File: src/rtl/mtr_pkg.sv
// Shared types, default parameters and the speed-to-magnitude helper for the motor drive.
package mtr_pkg;

  typedef enum logic [1:0] {RUN, DECEL, DEAD} mtr_state_t;

  localparam int unsigned PWM_W_DEF        = 10;
  localparam int unsigned STEP_DEF         = 16;
  localparam int unsigned DEAD_PERIODS_DEF = 1;
  localparam int unsigned SPD_W            = 11;

  // -1024 negates to 1024 in SPD_W unsigned bits, so the clamp catches it.
  function automatic logic [SPD_W-1:0] sat_mag(input logic signed [SPD_W-1:0] spd,
                                               input logic [SPD_W-1:0]        max_mag);
    logic [SPD_W-1:0] mag;
    mag = spd[SPD_W-1] ? -spd : spd;
    return (mag > max_mag) ? max_mag : mag;
  endfunction

endpackage

File: src/rtl/mtr_drv_if.sv
// Command and bridge-drive bundle between the PID stage, mtr_drv and the H-bridges.
interface mtr_drv_if;
  import mtr_pkg::*;

  logic                    moving;
  logic signed [SPD_W-1:0] lft_spd;
  logic signed [SPD_W-1:0] rght_spd;
  logic                    lft_in1;
  logic                    lft_in2;
  logic                    rght_in1;
  logic                    rght_in2;
  logic                    pwm_sync;

  modport master (
    output moving, lft_spd, rght_spd,
    input  lft_in1, lft_in2, rght_in1, rght_in2, pwm_sync
  );

  modport slave (
    input  moving, lft_spd, rght_spd,
    output lft_in1, lft_in2, rght_in1, rght_in2, pwm_sync
  );

endinterface

File: src/rtl/mtr_side.sv
// One wheel: slew-limited duty, safe reversal FSM and registered bridge drive.
// MTR_BRAKE_EN: when defined, a stopped side with moving low shorts the bridge (in1=in2=1).
//
// state | meaning
// RUN   | driving in dir_q, duty slewing toward target magnitude
// DECEL | reversal requested, duty ramping down to zero
// DEAD  | both bridge inputs low for dead_cnt periods before taking new dir
module mtr_side
  import mtr_pkg::*;
#(
  parameter int unsigned PWM_W        = PWM_W_DEF,
  parameter int unsigned STEP         = STEP_DEF,
  parameter int unsigned DEAD_PERIODS = DEAD_PERIODS_DEF
) (
  input  logic                    clk,
  input  logic                    rst,
  input  logic                    boundary,
  input  logic [PWM_W-1:0]        cnt,
  input  logic                    moving,
  input  logic signed [SPD_W-1:0] spd,
  output logic                    in1,
  output logic                    in2
);

  localparam int unsigned      DC_W    = $clog2(DEAD_PERIODS + 1);
  localparam logic [PWM_W:0]   STEP_X  = (PWM_W+1)'(STEP);
  localparam logic [SPD_W-1:0] MAG_MAX = SPD_W'((2**PWM_W) - 1);
  localparam logic [DC_W-1:0]  DC_INIT = DC_W'(DEAD_PERIODS);

  mtr_state_t        state_q, state_d;
  logic [PWM_W-1:0]  duty_q, duty_d;
  logic              dir_q, dir_d;
  logic [DC_W-1:0]   dead_cnt_q, dead_cnt_d;
  logic              in1_q, in1_d;
  logic              in2_q, in2_d;

  logic [PWM_W-1:0]  mag;
  logic              tdir;
  logic [PWM_W:0]    duty_x, mag_x, ramp, dec;
  logic              on;

`ifdef MTR_BRAKE_EN
  logic              brake_q, brake_d;
`endif

  always_comb begin
    mag    = moving ? PWM_W'(sat_mag(spd, MAG_MAX)) : '0;
    tdir   = (moving && (spd != '0)) ? spd[SPD_W-1] : dir_q;
    duty_x = {1'b0, duty_q};
    mag_x  = {1'b0, mag};
    // One extra bit keeps duty+STEP and mag+STEP from wrapping before the clamp.
    if (duty_x < mag_x) begin
      ramp = ((duty_x + STEP_X) > mag_x) ? mag_x : (duty_x + STEP_X);
    end else begin
      ramp = (duty_x < (mag_x + STEP_X)) ? mag_x : (duty_x - STEP_X);
    end
    dec = (duty_x <= STEP_X) ? '0 : (duty_x - STEP_X);
  end

  always_comb begin
    state_d    = state_q;
    duty_d     = duty_q;
    dir_d      = dir_q;
    dead_cnt_d = dead_cnt_q;
    if (boundary) begin
      unique case (state_q)
        RUN: begin
          if (tdir == dir_q) begin
            duty_d = PWM_W'(ramp);
          end else if (duty_q != '0) begin
            duty_d  = PWM_W'(dec);
            state_d = DECEL;
          end else begin
            state_d    = DEAD;
            dead_cnt_d = DC_INIT;
          end
        end
        DECEL: begin
          if (tdir == dir_q) begin
            state_d = RUN;
            duty_d  = PWM_W'(ramp);
          end else begin
            duty_d = PWM_W'(dec);
            if (dec == '0) begin
              state_d    = DEAD;
              dead_cnt_d = DC_INIT;
            end
          end
        end
        DEAD: begin
          if (dead_cnt_q <= DC_W'(1)) begin
            dead_cnt_d = '0;
            dir_d      = tdir;
            duty_d     = '0;
            state_d    = RUN;
          end else begin
            dead_cnt_d = dead_cnt_q - 1'b1;
          end
        end
        default: state_d = RUN;
      endcase
    end
  end

  always_comb begin
    on    = (duty_q > cnt);
    in1_d = (state_q != DEAD) && !dir_q && on;
    in2_d = (state_q != DEAD) &&  dir_q && on;
`ifdef MTR_BRAKE_EN
    brake_d = brake_q;
    if (boundary) begin
      brake_d = !moving && (state_q == RUN) && (duty_q == '0);
    end
    if (brake_q && (state_q != DEAD)) begin
      in1_d = 1'b1;
      in2_d = 1'b1;
    end
`endif
  end

  always_ff @(posedge clk) begin
    if (rst) begin
      state_q    <= RUN;
      duty_q     <= '0;
      dir_q      <= 1'b0;
      dead_cnt_q <= '0;
      in1_q      <= 1'b0;
      in2_q      <= 1'b0;
    end else begin
      state_q    <= state_d;
      duty_q     <= duty_d;
      dir_q      <= dir_d;
      dead_cnt_q <= dead_cnt_d;
      in1_q      <= in1_d;
      in2_q      <= in2_d;
    end
  end

`ifdef MTR_BRAKE_EN
  always_ff @(posedge clk) begin
    if (rst) brake_q <= 1'b0;
    else     brake_q <= brake_d;
  end
`endif

  assign in1 = in1_q;
  assign in2 = in2_q;

endmodule

File: src/rtl/mtr_drv.sv
// Two-wheel motor drive: shared PWM counter, period boundary decode and pwm_sync.
// MTR_BRAKE_EN (see mtr_side) enables dynamic braking on stopped sides.
module mtr_drv
  import mtr_pkg::*;
#(
  parameter int unsigned PWM_W        = PWM_W_DEF,
  parameter int unsigned STEP         = STEP_DEF,
  parameter int unsigned DEAD_PERIODS = DEAD_PERIODS_DEF
) (
  input  logic       clk,
  input  logic       rst,
  mtr_drv_if.slave   bus
);

  logic [PWM_W-1:0] cnt_q, cnt_d;
  logic             pwm_sync_q, pwm_sync_d;
  logic             boundary;

  // Last cycle of a period: commands are sampled here and take effect at cnt==0.
  always_comb begin
    boundary   = (cnt_q == '1);
    cnt_d      = cnt_q + 1'b1;
    pwm_sync_d = boundary;
  end

  always_ff @(posedge clk) begin
    if (rst) begin
      cnt_q      <= '0;
      pwm_sync_q <= 1'b0;
    end else begin
      cnt_q      <= cnt_d;
      pwm_sync_q <= pwm_sync_d;
    end
  end

  assign bus.pwm_sync = pwm_sync_q;

  mtr_side #(.PWM_W(PWM_W), .STEP(STEP), .DEAD_PERIODS(DEAD_PERIODS)) u_lft (
    .clk      (clk),
    .rst      (rst),
    .boundary (boundary),
    .cnt      (cnt_q),
    .moving   (bus.moving),
    .spd      (bus.lft_spd),
    .in1      (bus.lft_in1),
    .in2      (bus.lft_in2)
  );

  mtr_side #(.PWM_W(PWM_W), .STEP(STEP), .DEAD_PERIODS(DEAD_PERIODS)) u_rght (
    .clk      (clk),
    .rst      (rst),
    .boundary (boundary),
    .cnt      (cnt_q),
    .moving   (bus.moving),
    .spd      (bus.rght_spd),
    .in1      (bus.rght_in1),
    .in2      (bus.rght_in2)
  );

endmodule

File: src/flat_wrapper.sv
// flat-port wrapper written by rule: the top's interface ports become plain ports
module mtr_drv_flat import mtr_pkg::*;
#(
  parameter int unsigned PWM_W        = PWM_W_DEF,
  parameter int unsigned STEP         = STEP_DEF,
  parameter int unsigned DEAD_PERIODS = DEAD_PERIODS_DEF
)
  (clk, rst, bus_moving, bus_lft_spd, bus_rght_spd, bus_lft_in1, bus_lft_in2, bus_rght_in1, bus_rght_in2, bus_pwm_sync);
  mtr_drv_if bus_i ();
  input  logic clk;
  input  logic rst;
  input wire logic [$bits(bus_i.moving)-1:0] bus_moving;
  input wire logic [$bits(bus_i.lft_spd)-1:0] bus_lft_spd;
  input wire logic [$bits(bus_i.rght_spd)-1:0] bus_rght_spd;
  output wire logic [$bits(bus_i.lft_in1)-1:0] bus_lft_in1;
  output wire logic [$bits(bus_i.lft_in2)-1:0] bus_lft_in2;
  output wire logic [$bits(bus_i.rght_in1)-1:0] bus_rght_in1;
  output wire logic [$bits(bus_i.rght_in2)-1:0] bus_rght_in2;
  output wire logic [$bits(bus_i.pwm_sync)-1:0] bus_pwm_sync;
  assign bus_i.moving = bus_moving;
  assign bus_i.lft_spd = bus_lft_spd;
  assign bus_i.rght_spd = bus_rght_spd;
  assign bus_lft_in1 = bus_i.lft_in1;
  assign bus_lft_in2 = bus_i.lft_in2;
  assign bus_rght_in1 = bus_i.rght_in1;
  assign bus_rght_in2 = bus_i.rght_in2;
  assign bus_pwm_sync = bus_i.pwm_sync;
  mtr_drv #(.PWM_W(PWM_W), .STEP(STEP), .DEAD_PERIODS(DEAD_PERIODS)) u_core (.clk(clk), .rst(rst), .bus(bus_i));
endmodule
File: config.mk
export PLATFORM = sky130hd
export DESIGN_NAME = mtr_drv_flat
export DESIGN_NICKNAME = d
export VERILOG_FILES = /design/src/rtl/mtr_pkg.sv /design/src/rtl/mtr_drv_if.sv /design/src/rtl/mtr_side.sv /design/src/rtl/mtr_drv.sv /design/src/flat_wrapper.sv
export SDC_FILE = /design/constraint.sdc
export NUM_CORES = 1
export LEC_CHECK = 0
export ABC_AREA = 1
export BUFFER_PORTS_ARGS = -buffer_cell sky130_fd_sc_hd__buf_2
export CORE_MARGIN = 8
export CORE_UTILIZATION = 50
export CTS_BUF_LIST = sky130_fd_sc_hd__clkbuf_2 sky130_fd_sc_hd__clkbuf_4 sky130_fd_sc_hd__clkbuf_8
export DETAILED_ROUTE_END_ITERATION = 7
export PLACE_DENSITY = 0.76
export SLEW_MARGIN = 20
export SYNTH_ARGS = -nofsm -noshare
export SYNTH_HDL_FRONTEND = slang
export SYNTH_SLANG_ARGS = --single-unit
File: constraint.sdc
create_clock -name clk -period 7.6 [get_ports clk]
set_input_delay 1.52 -clock clk [delete_from_list [all_inputs] [get_ports clk]]
set_output_delay 1.52 -clock clk [all_outputs]
set_load 0.005 [all_outputs]
==> impl_metrics.tcl <==
set metrics [dict create \
    synthesis.area_mm2 0.00558 \
    initial_core_util_pct 51.4 \
    grt_start_max_net_pins 34 \
    synthTopCellsByCount "nand2_1, inv_1, ha_1" \
    fin_skew_ps 13.6 \
    cts.clk_slew.worst_paths_ps 100 \
    cp.arrival_ps 4960 \
    stdcell_area_mm2 0.00590 \
    antenna_found_initial 0 \
    viasPerCell 5.46 \
    syn_nets 982 \
    ys_seq_area_share_pct 14.7 \
    fmax_ghz 0.213 \
    place_area_mm2 0.00581 \
    cts_resized 0 \
    grt_overflow 0 \
    rsz0062_at_grt "no" \
    dp_worst_setup_slack_ps 2610 \
    leakage_nw 2.89 \
    yosys-top-cells-area "ha_1, dfxtp_1, nand2_1" \
    worst-r2r-cell-count 14 \
    ios 30 \
    internal_power_uw 339 \
    clk-insertion-delay-late_ps 320 \
    syn_inst 876 \
    grt_pass1_vias 5231 \
    cts.path.max_buffers 2 \
    ant_nets 0 \
    use_met2_pct 34.9 \
    cts_max_level 2 \
    power_density_mw_per_mm2 90.7 \
    drtIter0Drc 303 \
    maxCapViolCount 0 \
    layout_setup_ws_ps 2900 \
    hold_depth 1 \
    coreArea_mm2 0.0108 \
    synthArstFlopShare_pct 0 \
    synth_top_cell_by_area "ha_1" \
    synth-main-ff-cell "dfxtp_1" \
    p_sw_share_pct 36.6 \
    seqPwrFrac_pct 40.9 \
    ys_warn_count 0 \
    post-cts-setup-buffers 0 \
    layout-drive-gt1-share_pct 12.5 \
    finalMaxSlewViolations 0 \
    cts_made_buffers 5 \
    rows 38 \
    vias 5656 \
    grt_use_met3_pct 2.08 \
    synth_edf_count 0 \
    post_cts_hold_buffer_count 0 \
    cp-end-kind "register" \
    hold_violations 0 \
    ys_seq_elements 41 \
    port_buffers 29 \
    cts_tree "done" \
    ys_types 40 \
    routed_wirelength_mm 14.3 \
    timing.final.crit_share_pct 61.8 \
    dr.pass1.iters 5 \
    grt_pass1_wl_mm 23.9 \
    p_sw_uw 196 \
    grt.busiest_layer "met2" \
    crit_required_ps 7860 \
    grt_usage_pct 19.4 \
    path_class "in2reg" \
    power_frac_comb_pct 29.8 \
    yosysMostFrequentCell "nand2_1" \
    fin_tns_setup_ps 0 \
    status "completed" \
    finalSetupViolCount 0 \
    die_y_um 122 \
    cp-start-kind "input port" \
    die_w_um 122 \
    tightest_slew_ps 753 \
    drc 0 \
    min_period_ps 4700 \
    path_max_fanout 8 \
    p_clk_share_pct 29.3 \
    gp_congestion 0.886 \
    die_area_mm2 0.0148 \
    hp-class "reg2reg" \
    cts_root_buf "clkbuf_8" \
    grt_use_met1_pct 23.9 \
    fin_nets 1000 \
    ir_drop_v 0.0000735 \
    clock-sinks 41 \
    area_growth_pct 5.81 \
    antenna_cells 0 \
    synth_top_area_share_pct 18.2 \
    slew_headroom_pct 49.8 \
    syn_avg_cell_area_um2 6.37 \
    dp_hpwl_mm 11.4 \
    r2r_slack_ps 4640 \
    avgRoutedWirePerCell_um 13.8 \
]
worst paths after layout:
path	from	endpoint
min	u_core.cnt_q[5]	u_core.cnt_q[5]
max	bus_lft_spd[0]	u_core.u_lft.duty_q[1]
min reg2reg	u_core.cnt_q[5]	u_core.cnt_q[5]
max reg2reg	u_core.u_lft.duty_q[4]	u_core.u_lft.duty_q[9]
worst max-delay path: stages:
cell and delay [ps]:
buf_2 100, inv_1 120, ha_1 260, nand2_1 110, nor2_4 140, nand4_4 160, inv_2 140, o21ai_1 150
inv_1 170, ha_1 230, xor2_1 170, ha_1 260, nand2_1 90, inv_1 40, a21oi_1 130, nand2_1 70
nand2_1 50, nand2_1 40, nand2_1 50, nand2_1 50, nand2_1 60, nand2_1 200, nand4_2 190, nand3_4 120
nor2_4 130, nand2_1 80, a21oi_2 110
per-stage QoR:
stage | hold slack [ps] | util [%] | std cells | total power, mW
global route | 515 | 54.4 | 1035 | 0.568
floorplan | 443 | - | 876 | 0.345
detailed placement | 465 | 53.6 | 1027 | 0.381
finish | 491 | 54.4 | 1035 | 0.535
global placement | 459 | 53.6 | 1027 | 0.380
CTS | 488 | 54.4 | 1035 | 0.532
power by group through the flow:
stage          logic (mW)  registers, mW  clock network, mW
2_1_floorplan       0.122          0.223                  0
3_3_place_gp        0.156          0.224                  0
3_5_place_dp        0.158          0.224                  0
4_1_cts             0.158          0.219              0.155
5_1_grt             0.182          0.219              0.167
6_report            0.159          0.219              0.157
cells by family after synthesis:
kind of cell | count (synthesis) | synth area share [%]
fa+ha+maj | 81 | 18.2
xor+xnor | 30 | 4.71
simple gates | 437 | 37.4
compound gates | 145 | 15.1
buf+inv | 142 | 9.98
flops | 41 | 14.7
layout by cell type (no fill, tap or decap), drive strengths merged, types with 16 or more instances in the layout:
master  count
nand2     218
inv       127
nor2       90
a21oi      82
ha         81
nand3      78
dfxtp      41
o21ai      40
buf        29
xor2       24
nand4      20
nor3       16
per-layer routing:
metal / vias up / routed length (µm)
li1: 2947 / -
met1: 2564 / 6440
met2: 115 / 7030
met3: 30 / 522
met4: 0 / 273
met5: - / 0
final cells by class:
| cell class | count | area (µm²) |
|---|---|---|
| clock buffers | 5 | 68.8 |
| clock inverters | 3 | 26.3 |
| fillers | 1141 | 4940 |
| inverters | 124 | 465 |
| multi-input cells | 693 | 4200 |
| flip-flops and latches | 41 | 821 |
| well taps | 140 | 175 |
| repair buffers | 29 | 145 |
state kept, by name, indices dropped and copies added (netlist names):
| register | flops |
|---|---|
| u_core.u_rght.in1 | 1 |
| u_core.bus.pwm_sync | 1 |
| u_core.cnt_q | 10 |
| u_core.u_lft.in2 | 1 |
| u_core.u_rght.state_q | 2 |
| u_core.u_lft.dir_q | 1 |
| u_core.u_rght.duty_q | 10 |
| u_core.u_rght.dir_q | 1 |
| u_core.u_rght.in2 | 1 |
| u_core.u_lft.state_q | 2 |
| u_core.u_lft.in1 | 1 |
| u_core.u_lft.duty_q | 10 |
Note: power is estimated with default switching activity, not from simulation.
